[src/rtl/hcsr04_pkg.sv]
// rtl/hcsr04_pkg.sv - shared state encoding and 25 MHz timing defaults for the HC-SR04 ranger
package hcsr04_pkg;

  // Ranger FSM state encoding
  localparam logic [2:0] ST_IDLE      = 3'd0;
  localparam logic [2:0] ST_TRIG      = 3'd1;
  localparam logic [2:0] ST_WAIT_RISE = 3'd2;
  localparam logic [2:0] ST_MEASURE   = 3'd3;
  localparam logic [2:0] ST_DONE      = 3'd4;
  localparam logic [2:0] ST_FAIL      = 3'd5;
  localparam logic [2:0] ST_HOLD      = 3'd6;

  // Board clock and the sensor timings derived from it
  localparam int CLK_HZ                = 25_000_000;
  localparam int DEF_TRIG_CYCLES       = CLK_HZ / 100_000;         // 10 us
  localparam int DEF_PERIOD_CYCLES     = (CLK_HZ / 1000) * 60;     // 60 ms
  localparam int DEF_TIMEOUT_CYCLES    = (CLK_HZ / 1000) * 38;     // 38 ms
  localparam int DEF_CYCLES_PER_CM     = (CLK_HZ / 1_000_000) * 58; // 58 us per cm
  localparam int DEF_DIST_W            = 9;

  // Counter width able to hold 0..limit-1, never narrower than one bit
  function automatic int cnt_w(input int limit);
    return (limit > 2) ? $clog2(limit) : 1;
  endfunction

endpackage

[src/rtl/sync_2ff.sv]
// rtl/sync_2ff.sv - two-flop synchronizer for asynchronous input pins
module sync_2ff #(
  parameter int WIDTH = 1
) (
  input  logic             clk,
  input  logic             rst_n,
  input  logic [WIDTH-1:0] d,
  output logic [WIDTH-1:0] q
);

  logic [WIDTH-1:0] meta;

  // First flop may go metastable; second flop gives it a full cycle to settle
  always_ff @(posedge clk or negedge rst_n) begin
    if (!rst_n) begin
      meta <= '0;
      q    <= '0;
    end else begin
      meta <= d;
      q    <= meta;
    end
  end

endmodule

[src/rtl/hcsr04_ranger.sv]
// rtl/hcsr04_ranger.sv - HC-SR04 trigger generation and echo-width to centimetre conversion
module hcsr04_ranger
  import hcsr04_pkg::*;
#(
  parameter int TRIG_CYCLES    = DEF_TRIG_CYCLES,
  parameter int PERIOD_CYCLES  = DEF_PERIOD_CYCLES,
  parameter int TIMEOUT_CYCLES = DEF_TIMEOUT_CYCLES,
  parameter int CYCLES_PER_CM  = DEF_CYCLES_PER_CM,
  parameter int DIST_W         = DEF_DIST_W
) (
  input  logic              clk,
  input  logic              rst_n,
  input  logic              enable,
  input  logic              echo,
  output logic              trigger,
  output logic [DIST_W-1:0] distance_cm,
  output logic              distance_valid,
  output logic              timeout,
  output logic              busy
);

  localparam int PER_W = cnt_w(PERIOD_CYCLES);
  localparam int TO_W  = cnt_w(TIMEOUT_CYCLES);
  localparam int SUB_W = cnt_w(CYCLES_PER_CM);

  localparam logic [PER_W-1:0]  PER_LAST  = PER_W'(PERIOD_CYCLES - 1);
  localparam logic [PER_W-1:0]  TRIG_LAST = PER_W'(TRIG_CYCLES - 1);
  localparam logic [TO_W-1:0]   TO_LAST   = TO_W'(TIMEOUT_CYCLES - 1);
  localparam logic [SUB_W-1:0]  SUB_LAST  = SUB_W'(CYCLES_PER_CM - 1);
  localparam logic [DIST_W-1:0] CM_MAX    = {DIST_W{1'b1}};

  logic [2:0]        state;
  logic [2:0]        state_nxt;
  logic [PER_W-1:0]  per_cnt;
  logic [TO_W-1:0]   to_cnt;
  logic [SUB_W-1:0]  sub_cnt;
  logic [DIST_W-1:0] cm;
  logic              echo_s;
  logic              per_wrap;
  logic              to_hit;
  logic              waiting;
  logic              count_en;

  sync_2ff #(.WIDTH(1)) u_echo_sync (
    .clk   (clk),
    .rst_n (rst_n),
    .d     (echo),
    .q     (echo_s)
  );

  assign per_wrap = (per_cnt == PER_LAST);
  assign to_hit   = (to_cnt == TO_LAST);
  assign waiting  = (state == ST_WAIT_RISE) || (state == ST_MEASURE);
  // Count every synchronized echo-high cycle, including the one that ends WAIT_RISE,
  // so an echo already high on entry is measured from its first cycle
  assign count_en = waiting && echo_s;

  // Next-state decode; echo falling wins over a coincident timeout
  always_comb begin
    state_nxt = state;
    case (state)
      ST_IDLE:      if (enable) state_nxt = ST_TRIG;
      ST_TRIG:      if (per_cnt == TRIG_LAST) state_nxt = ST_WAIT_RISE;
      ST_WAIT_RISE: begin
        if (echo_s)      state_nxt = ST_MEASURE;
        else if (to_hit) state_nxt = ST_FAIL;
      end
      ST_MEASURE:   begin
        if (!echo_s)     state_nxt = ST_DONE;
        else if (to_hit) state_nxt = ST_FAIL;
      end
      ST_DONE,
      ST_FAIL:      state_nxt = ST_HOLD;
      ST_HOLD:      if (per_wrap) state_nxt = enable ? ST_TRIG : ST_IDLE;
      default:      state_nxt = ST_IDLE;
    endcase
  end

  // State register
  always_ff @(posedge clk or negedge rst_n) begin
    if (!rst_n) state <= ST_IDLE;
    else        state <= state_nxt;
  end

  // Period counter: zero in IDLE, so it reads 0 on the first TRIG cycle and wraps back into TRIG
  always_ff @(posedge clk or negedge rst_n) begin
    if (!rst_n)                  per_cnt <= '0;
    else if (state == ST_IDLE)   per_cnt <= '0;
    else if (per_wrap)           per_cnt <= '0;
    else                         per_cnt <= per_cnt + PER_W'(1);
  end

  // Shared echo timeout: runs across WAIT_RISE and MEASURE without restarting
  always_ff @(posedge clk or negedge rst_n) begin
    if (!rst_n)       to_cnt <= '0;
    else if (waiting) to_cnt <= to_cnt + TO_W'(1);
    else              to_cnt <= '0;
  end

  // Repeated-subtraction divider: sub_cnt counts cycles within the current cm, cm saturates
  always_ff @(posedge clk or negedge rst_n) begin
    if (!rst_n) begin
      sub_cnt <= '0;
      cm      <= '0;
    end else if (state == ST_TRIG) begin
      sub_cnt <= '0;
      cm      <= '0;
    end else if (count_en) begin
      if (sub_cnt == SUB_LAST) begin
        sub_cnt <= '0;
        if (cm != CM_MAX) cm <= cm + DIST_W'(1);
      end else begin
        sub_cnt <= sub_cnt + SUB_W'(1);
      end
    end
  end

  // Outputs registered from the next state so they line up with the state they describe
  always_ff @(posedge clk or negedge rst_n) begin
    if (!rst_n) begin
      trigger        <= 1'b0;
      busy           <= 1'b0;
      distance_valid <= 1'b0;
      timeout        <= 1'b0;
      distance_cm    <= '0;
    end else begin
      trigger        <= (state_nxt == ST_TRIG);
      busy           <= (state_nxt != ST_IDLE);
      distance_valid <= (state_nxt == ST_DONE);
      timeout        <= (state_nxt == ST_FAIL);
      if (state_nxt == ST_DONE) distance_cm <= cm;
    end
  end

endmodule

[config.mk]
export PLATFORM = sky130hd
export DESIGN_NAME = hcsr04_ranger
export DESIGN_NICKNAME = d
export VERILOG_FILES = /design/src/rtl/hcsr04_pkg.sv /design/src/rtl/sync_2ff.sv /design/src/rtl/hcsr04_ranger.sv
export SDC_FILE = /design/constraint.sdc
export NUM_CORES = 1
export LEC_CHECK = 0
export BUFFER_PORTS_ARGS = -buffer_cell sky130_fd_sc_hd__buf_4
export CAP_MARGIN = 20
export CELL_PAD_IN_SITES_DETAIL_PLACEMENT = 1
export CELL_PAD_IN_SITES_GLOBAL_PLACEMENT = 1
export CORE_UTILIZATION = 48
export DETAILED_ROUTE_END_ITERATION = 10
export PLACE_DENSITY_LB_ADDON = 0.3
export SLEW_MARGIN = 20
export SYNTH_ARGS = -nofsm -noshare
export SYNTH_HDL_FRONTEND = slang
export SYNTH_SLANG_ARGS = --single-unit
export TNS_END_PERCENT = 1
[constraint.sdc]
create_clock -name clk -period 2.91 [get_ports clk]
set_clock_uncertainty 0.1 [all_clocks]
set_input_delay 0 -clock clk [delete_from_list [all_inputs] [get_ports clk]]
set_output_delay 0 -clock clk [all_outputs]
set_load 0.01 [all_outputs]
# Word level (Yosys, flattened, before mapping)

Cells that the tools add are included.

Output and inout bits: 13
Input port bits: 4
Word-level logic and storage cells: 57
Bits in read-only memories: 0
Register bits: 79
RAM bits: 0
Memories kept: 0
Bits in latches: 0

Reduce and logical (&&, ||, !) cells: 9
Muxes and demuxes: 18
Add/subtract/negate cells: 4
Shifts and indexed selects: 0
Equal/unequal tests: 14
Bitwise logic cells: 0
Magnitude comparators: 0
Multipliers: 0
Divide/modulo/power cells: 0

Operators with widths:

| cell                    | count |
|---|---|
| $mux W21                | 2 |
| $mux W9                 | 4 |
| $mux W11                | 3 |
| $add A21 B1 Y21 const B | 1 |
| $eq A21 B21 Y1 const B  | 1 |
| $eq A21 B8 Y1 const B   | 1 |
| $add A20 B1 Y20 const B | 1 |
| $eq A20 B20 Y1 const B  | 1 |
| $mux W20                | 1 |
| $mux W3                 | 6 |
| $pmux W3 S6             | 1 |
| $eq A3 B3 Y1 const B    | 5 |
| $add A11 B1 Y11 const B | 1 |
| $eq A11 B11 Y1 const B  | 1 |
| $add A9 B1 Y9 const B   | 1 |
| $ne A9 B9 Y1 const B    | 1 |
| $eq A3 B1 Y1 const B    | 2 |
| $eq A3 B2 Y1 const B    | 2 |
| $reduce_bool A2 Y1      | 3 |
| $logic_not A3 Y1        | 1 |
| $reduce_and A3 Y1       | 1 |
| $reduce_bool A3 Y1      | 1 |
| $reduce_or A2 Y1        | 1 |
| $logic_and A1 B1 Y1     | 1 |
| 2 further kinds         | 2 |

# Logic depth before layout (Yosys ltp)

Gate-level depths: netlist of run 1.

Depth in word-level cells: 5
Mapped depth: 8
Gate-level depth less buffers: 8

# Cells and area by module

Synthesis of run 1 repeated with hierarchy kept, for this count alone.

Cells, all modules: 402
Area, all modules: 3,926.3 um^2

Modules (own cells, without submodules):

| module        | sequential area each (um^2) | area each (um^2) | instances | cells each |
|---|---|---|---|---|
| hcsr04_ranger | 1,926.8                     | 3,876.2          | 1         | 400 |
| sync_2ff      | 50.0                        | 50.0             | 1         | 2 |

# Least setup slack after synthesis of run 1

No wires, ideal clock.

Path kind: register to register
From: register cm[0]
To: register cm[0]
Period minus slack after synthesis: 2.179 ns
Path buffers: 0
Data arrival time: 1.960 ns
Setup slack: 0.731 ns
Library setup time: 0.118 ns
Required time: 2.692 ns
Cell stages (with the launch flop): 7
Cell sequence: dfrtp_1 -> ha_1 -> and4_1 -> ha_1 -> nor4_2 -> o21ai_0 -> a21o_1

Word-level cells in the longest chain between the ends: 5
Elaborated cells between the ends (all ways): 8
Classes of those cells: add/sub: 1; eq/ne: 1; mux: 4; reduce/logical: 2

RTL lines:

| element                  | RTL line             | text |
|---|---|---|
| start: declaration       | hcsr04_ranger.sv:37  | `logic [DIST_W-1:0] cm;` |
| start signal: assignment | hcsr04_ranger.sv:111 | `if (cm != CM_MAX) cm <= cm + DIST_W'(1);` |
| $add A9 B1 Y9            | hcsr04_ranger.sv:111 |  |
| $mux W9                  | hcsr04_ranger.sv:111 |  |
| $mux W9                  | hcsr04_ranger.sv:109 | `if (sub_cnt == SUB_LAST) begin` |
| $mux W9                  | hcsr04_ranger.sv:108 | `end else if (count_en) begin` |
| $mux W9                  | hcsr04_ranger.sv:105 | `end else if (state == ST_TRIG) begin` |

Several ways; a longest one is shown, not always the timed one. The select of a mux whose other input is x is not followed.
A chain may end at the register's enable or synchronous reset.

# Worst setup path after layout of run 1

From: register cm[2]
To: register cm[0]

Word-level cells in the longest chain between the ends: 3

RTL lines:

| element                             | RTL line |
|---|---|
| $ne A9 B9 Y1                        | hcsr04_ranger.sv:111 |
| $reduce_bool A2 Y1 (no source line) | -- |
| $reduce_and A3 Y1 (no source line)  | -- |

Every way passes these cells.

==> run_results.csv, run 1 <==
group,metric,value,unit
status,status,"complete, no violations",
clocking,h-tree-depth,3,
worst_setup_path,crit_family,"compound AO/OA/AOI/OAI gates",
worst_setup_path,worst-path-buf-inv,1,
place,place.gp.congestion,0.776,
timing,report.final.hold_viol_count,0,
clocking,clk_pin_slew_worst_paths,0.09,ns
finish,drive_gt1_share,13.0,%
worst_setup_path,reg2reg_depth,9,
timing,timing.fmax,432,MHz
floorplanning,ios,17,
logic_synthesis,synth-edff-count,0,
finish,fin_area,0.00439,mm^2
logic_synthesis,synthCells,402,
timing,min_period,2.31,ns
power,pwr-share-seq,56.9,%
worst_setup_path,r2r_slack,0.60,ns
worst_setup_path,worstPathArrival,2.46,ns
clocking,cts_resized,0,
power,p_comb_share,1.6,%
floorplanning,start_util,50.3,%
floorplanning,die_area,0.00855,mm^2
timing,finalSetupViolCount,0,
power,p_int,0.00150,W
worst_hold_path,hp-class,"primary input to asynchronous set/reset pin",
clocking,hold_buffers,3,
routing,ant_nets,0,
worst_setup_path,rr_startpoint,"cm[2]",
global_route,gr-total-overflow,0,
timing,worstMarginPinSlew,0.828,ns
floorplanning,row_count,32,
routing,firstDrtPassIters,4,
logic_synthesis,synth-seq-cells,79,
timing,maxSlewViolCount,0,
floorplanning,die_w,92.4,um
logic_synthesis,yosys_warnings,0,
global_route,grt_usage,22.5,%
finish,fill_cells,940,
timing,final.setup.tns,0,ns
place,portBuffers,16,
power,power_frac_clock,41.5,%
place,placed_cell_area,0.00417,mm^2
power,p_leak,1.85,nW
clocking,cts-root-buf,"clkbuf_8",
worst_setup_path,crit_required,3.05,ns
logic_synthesis,netlist_area,0.00393,mm^2
routing,drt-total-wl,8.65,mm
timing,finalCritPeriodShare,79.5,%
global_route,antenna_found_initial,0,
finish,final_nets,437,
power,power_density,441,mW/mm^2
worst_setup_path,critical_path.slowest_cell,"o21ai_0",
routing,wire_per_inst,16.2,um
floorplanning,die_h,92.4,um
worst_setup_path,crit_chain,"nand3_1 > nor2_1 > and4_1 > ha_1 > nor4_2 > buf_4 > o21ai_0 > nor3_1 > a21o_1",
finish,area_growth,11.8,%
global_route,grt_max_degree,80,
worst_setup_path,max_stage_delay,0.51,ns
clocking,cts_buffer_depth,2,
global_route,grt_pass1_wl,15.1,mm
routing,drc,0,
logic_synthesis,synth_nets,413,
routing,via_per_inst,5.71,
clocking,clock_latency,0.35,ns
clocking,post_cts_buffers,0,
place,dp.final_hpwl,5.84,mm
logic_synthesis,synth.distinct_cells,43,
power,ir_drop,0.000221,V
worst_setup_path,r2r_end,"cm[0]",
floorplanning,core_area,0.00781,mm^2
clocking,cts_buffers,9,
logic_synthesis,ys.flop_type,"dfrtp_1",
worst_setup_path,worstSetupPathType,"register to register",
run,cap_violations,0,
worst_setup_path,cp-end-kind,"register",
worst_setup_path,crit_fanout,7,
finish,n_antenna_cell,0,
power,p_sw,0.000438,W
timing,relSlewSlack,44.3,%
global_route,grt_pass1_vias,3142,
power,swShare,22.7,%
logic_synthesis,seq_area_frac_synth,50.4,%
clocking,cts_num_sinks,79,
logic_synthesis,syn_avg_cell_area,9.77,um^2
timing,rsz0062_at_grt,"false",
clocking,cts_tree,"built",
worst_setup_path,startpoint_type,"register",
routing,vias,3043,
logic_synthesis,async_flop_share,100,%
routing,drt_iter0_markers,140,
==> through the flow <==
step	hold WS (ns)	util (%)	instances	setup slack (ns)	total power, W
after floorplan	-0.396	-	402	0.731	0.00112
after global placement	0.00946	53.4	514	0.769	0.00115
after detailed placement	0.0109	53.4	514	0.685	0.00115
after CTS	0.185	56.2	533	0.603	0.00195
after global routing	0.194	56.2	533	0.387	0.00199
final	0.142	56.2	533	0.596	0.00193
==> state kept, by name, indices dropped and copies added, names as in the netlist <==
register,cells
busy,1
distance_cm,9
timeout,1
u_echo_sync.meta,1
distance_valid,1
cm,9
trigger,1
sub_cnt,11
state,3
per_cnt,21
u_echo_sync.q,1
to_cnt,20
==> logic make-up after synthesis <==
kind of cell    count (synthesis)  synth area share, %
compound gates                 39                 5.77
xor+xnor                       44                 9.82
fa+ha+maj                       8                 2.49
buf+inv                        24                 2.36
flops                          79                 50.4
mux                             9                 2.58
simple gates                  199                 26.6
==> power by group through the flow <==
stage	sequential, W	combinational (W)	clock, W
CTS	0.00110	0.0000322	0.000818
floorplan	0.00112	0.00000300	0
detailed placement	0.00112	0.0000292	0
finish	0.00110	0.0000309	0.000803
global route	0.00110	0.0000367	0.000858
global placement	0.00112	0.0000285	0
==> metal layers <==
| metal | global-route usage (%) | routed length [um] | vias up |
|---|---|---|---|
| li1 | - | - | 1446 |
| met1 | 30.2 | 4180 | 1560 |
| met2 | 36.8 | 4180 | 27 |
| met3 | 3.45 | 169 | 10 |
| met4 | 8.72 | 121 | 0 |
| met5 | 0 | 0 | - |
==> how the worst max path moves through the flow <==
stage / endpoint / depth (start not counted) / start / slack (ns)
floorplan: cm[0] / 6 / cm[0] / 0.73
global route: cm[0] / 9 / cm[2] / 0.39
CTS: cm[0] / 9 / cm[2] / 0.60
global placement: cm[0] / 8 / cm[0] / 0.77
detailed placement: cm[0] / 9 / cm[2] / 0.68
finish: cm[0] / 9 / cm[2] / 0.60
==> cell usage in the layout, fill, tap and decap left out, types with 2 or more instances in the layout <==
cell type / synthesis / layout
a21o_1: 3 / 3
a21oi_1: 10 / 10
a22o_1: 2 / 2
and2_1: 2 / 2
and3_1: 11 / 11
and4_1: 3 / 3
buf_4: 0 / 20
clkbuf_8: 0 / 9
clkinv_2: 0 / 5
dfrtp_1: 79 / 79
dlygate4sd3_1: 0 / 3
ha_1: 7 / 7
inv_1: 13 / 13
mux2_2: 9 / 9
nand2_1: 25 / 25
nand2b_1: 6 / 6
nand3_1: 33 / 33
nand4_1: 12 / 12
nand4b_1: 6 / 6
nor2_1: 64 / 64
nor3_1: 8 / 8
nor3_2: 2 / 2
nor3b_1: 2 / 2
nor4_1: 6 / 6
nor4_2: 2 / 2
o21ai_0: 19 / 19
or2_2: 3 / 3
or3_1: 6 / 6
xnor2_1: 19 / 19
xor2_1: 25 / 25
==> synth_stat cells, types with 2 or more instances <==
master | n | area share [%]
dfrtp_1 | 79 | 50
nor2_1 | 64 | 6.1
nand3_1 | 33 | 4.2
nand2_1 | 25 | 2.4
xor2_1 | 25 | 5.6
o21ai_0 | 19 | 2.4
xnor2_1 | 19 | 4.2
inv_1 | 13 | 1.2
nand4_1 | 12 | 1.9
and3_1 | 11 | 1.8
a21oi_1 | 10 | 1.3
mux2_2 | 9 | 2.6
clkbuf_1 | 8 | 0.76
nor3_1 | 8 | 1.0
ha_1 | 7 | 2.2
nand2b_1 | 6 | 0.96
nand4b_1 | 6 | 1.3
nor4_1 | 6 | 0.96
or3_1 | 6 | 0.96
a21o_1 | 3 | 0.57
and4_1 | 3 | 0.67
or2_2 | 3 | 0.48
a22o_1 | 2 | 0.45
and2_1 | 2 | 0.32
buf_2 | 2 | 0.25
nor3_2 | 2 | 0.51
nor3b_1 | 2 | 0.38
nor4_2 | 2 | 0.64
==> layout make-up <==
class	instances	area (um^2)	area share, %
clock inverter	7	63.8	1.45
timing repair buffer	24	191	4.36
multi-input combinational	299	1860	42.3
sequential	79	1980	45.0
tap	102	128	2.91
clock buffer	9	124	2.82
inverter	13	48.8	1.11
No activity file was read; power rests on OpenSTA's default activity.
==> run 2: changes to the inputs <==
--- a/config.mk
+++ b/config.mk
@@ -9,7 +9,7 @@
 export CAP_MARGIN = 20
 export CELL_PAD_IN_SITES_DETAIL_PLACEMENT = 1
 export CELL_PAD_IN_SITES_GLOBAL_PLACEMENT = 1
-export CORE_UTILIZATION = 48
+export CORE_UTILIZATION = 44
 export DETAILED_ROUTE_END_ITERATION = 10
 export PLACE_DENSITY_LB_ADDON = 0.3
 export SLEW_MARGIN = 20
==> constraint.sdc (replaced) <==
create_clock -name clk -period 1.9 [get_ports clk]
set_clock_uncertainty 0.1 [all_clocks]
set_input_delay 0 -clock clk [delete_from_list [all_inputs] [get_ports clk]]
set_output_delay 0 -clock clk [all_outputs]
set_load 0.01 [all_outputs]
==> run 2 against run 1 <==
Against the previous run:
- via count increased by 5.2%
- non-clock buffer count grew 42
- sequential power grew 53%
- core utilization hardly changed
- the run now ends with setup timing left
- worst hold slack got worse by 0.14 ns
- final cell count increased by 9.0%
- count of clock-buffer cells in the layout grew 1
- first-iteration DRC count fell by 36%
- die area grew 8.9%
- routed wire length is 11% higher
==> run_results.csv, run 2 (synthesized netlist as in run 1, its figures left out) <==
group,metric,value,unit
timing,finalCritPeriodShare,111,%
global_route,antenna_found_initial,0,
power,power_density,675,mW/mm^2
status,violations,"setup timing",
finish,fin_area,0.00488,mm^2
timing,min_period,2.12,ns
routing,vias,3200,
finish,area_growth,24.3,%
finish,stdcell_count,581,
timing,fin_ws,-0.218,ns
floorplanning,ios,17,
routing,drt_iter0_markers,89,
global_route,grt_pass1_vias,3279,
place,pre_cts_slack,-0.193,ns
place,placed_cell_area,0.00452,mm^2
finish,drive_gt1_share,23.3,%
finish,final_cell_mix,"dfrtp_1, nor2_1, buf_4, nand3_1",
routing,firstDrtPassIters,4,
power,ir_drop,0.000402,V
floorplanning,core_area,0.00868,mm^2
timing,rsz0062_at_grt,"true",
place,dp.final_hpwl,6.62,mm
clocking,clk_pin_slew_worst_paths,0.09,ns
floorplanning,row_count,34,
floorplanning,start_util,45.2,%
finish,utilization,56.2,%
clocking,cts-root-buf,"clkbuf_8",
routing,via_per_inst,5.51,
timing,maxSlewViolCount,0,
finish,fill_cells,980,
clocking,cts_buffers,9,
global_route,grt_max_degree,51,
worst_hold_path,hp-class,"primary input to asynchronous set/reset pin",
worst_setup_path,worstSetupPathType,"register to register",
finish,n_antenna_cell,0,
routing,drc,0,
finish,largest_reg_flops,21,
worst_setup_path,cp-end-kind,"register",
global_route,grt_usage,22.6,%
timing,finalSetupViolCount,26,
clocking,h-tree-depth,3,
clocking,cts_num_sinks,79,
finish,final_nets,479,
finish,final_common_cell,"dfrtp_1",
place,place.gp.congestion,0.840,
timing,timing.fmax,472,MHz
timing,report.final.hold_viol_count,0,
place,dp.cells,561,
clocking,clock_latency,0.36,ns
worst_setup_path,crit_fanout,3,
clocking,cts_buffer_depth,2,
routing,ant_nets,0,
floorplanning,die_h,96.5,um
finish,top_register,"per_cnt",
routing,drt-total-wl,9.63,mm
global_route,grt_pass1_wl,15.9,mm
run,cap_violations,0,
finish,reg_top3,"per_cnt: 21 flops, to_cnt: 20 flops, sub_cnt: 11 flops",
worst_setup_path,worstPathArrival,2.24,ns
clocking,cts_tree,"built",
routing,wire_per_inst,16.6,um
timing,worstMarginPinSlew,0.526,ns
floorplanning,die_w,96.5,um
power,p_leak,2.10,nW
place,portBuffers,16,
global_route,gr-total-overflow,0,
worst_setup_path,crit_required,2.02,ns
floorplanning,die_area,0.00931,mm^2
status,status,"finished, violations left",
timing,relSlewSlack,64.6,%
worst_setup_path,startpoint_type,"register",
-- run 2: cell types whose count changed in the layout (fill, tap and decap cells not counted), sizes merged --
cell	previous run	this run
buf	21	64
bufinv	1	3
clkbuf	9	10
clkinv	6	1
clkinvlp	0	1
dlygate4sd3	3	2
inv	13	14
-- run 2: worst max-delay path, stage by stage, from the launching register on --
cell     delay [ns]
dfrtp_1        0.38
or4_4          0.55
or2_1          0.28
o31a_1         0.30
nor3_4         0.26
nand4_1        0.12
-- run 2: where the power goes --
part	switching (W)	internal, W	leakage, nW	total, W
Clock	0.000646	0.000916	0.123	0.00156
Combinational	0.0000365	0.0000138	0.904	0.0000503
Sequential	0.00000243	0.00168	1.07	0.00168
Total	0.000685	0.00261	2.10	0.00330
-- run 2: layout make-up --
class	count	area (um^2)	area share, %
clock buffer	10	138	2.82
clock inverter	6	115	2.36
inverter	13	48.8	1.00
multi-input combinational	299	1930	39.6
sequential	79	1980	40.5
tap	108	135	2.77
timing repair buffer	66	533	10.9
-- run 2: metal layers --
| metal | vias to the layer above | wire (um) | track usage, % |
|---|---|---|---|
| met5 | - | 0 | 0 |
| met4 | 0 | 207 | 9.07 |
| met3 | 22 | 279 | 4.30 |
| met2 | 49 | 4880 | 37.2 |
| met1 | 1600 | 4260 | 29.3 |
| li1 | 1529 | - | - |
-- run 2: path summary, 6_finish.rpt --
check                                      start       endpoint  slack [ns]  cells past startpoint
min in group clk                          enable       state[0]        0.04                      4
worst min register to register  u_echo_sync.meta  u_echo_sync.q        0.26                      0
worst min-delay path                       rst_n          cm[0]       0.007                      2
worst max register to register       per_cnt[16]           busy       -0.22                      5
max in group asynchronous                  rst_n     per_cnt[4]        1.10                      3
worst max-delay path                 per_cnt[16]           busy       -0.22                      5
-- run 2: stage by stage --
| step | hold slack, ns | TNS [ns] | power (W) |
|---|---|---|---|
| finish | 0.00650 | -2.49 | 0.00330 |
| global route | 0.0533 | -4.92 | 0.00341 |
| CTS | 0.00314 | -0.767 | 0.00334 |
| detailed placement | -0.140 | -3.64 | 0.00177 |
| global placement | -0.145 | -0.934 | 0.00177 |
| floorplan | -0.396 | -0.201 | 0.00172 |
-- run 2: repair_timing --
item | 4_1_cts | 5_1_grt
setup endpoints to repair | 31 | 46
resized for setup | 6 | 13
hold buffers | 2 | 0
pin swaps | 1 | 9
endpoints found under the hold margin | 80 | 0
buffers inserted | 0 | 2
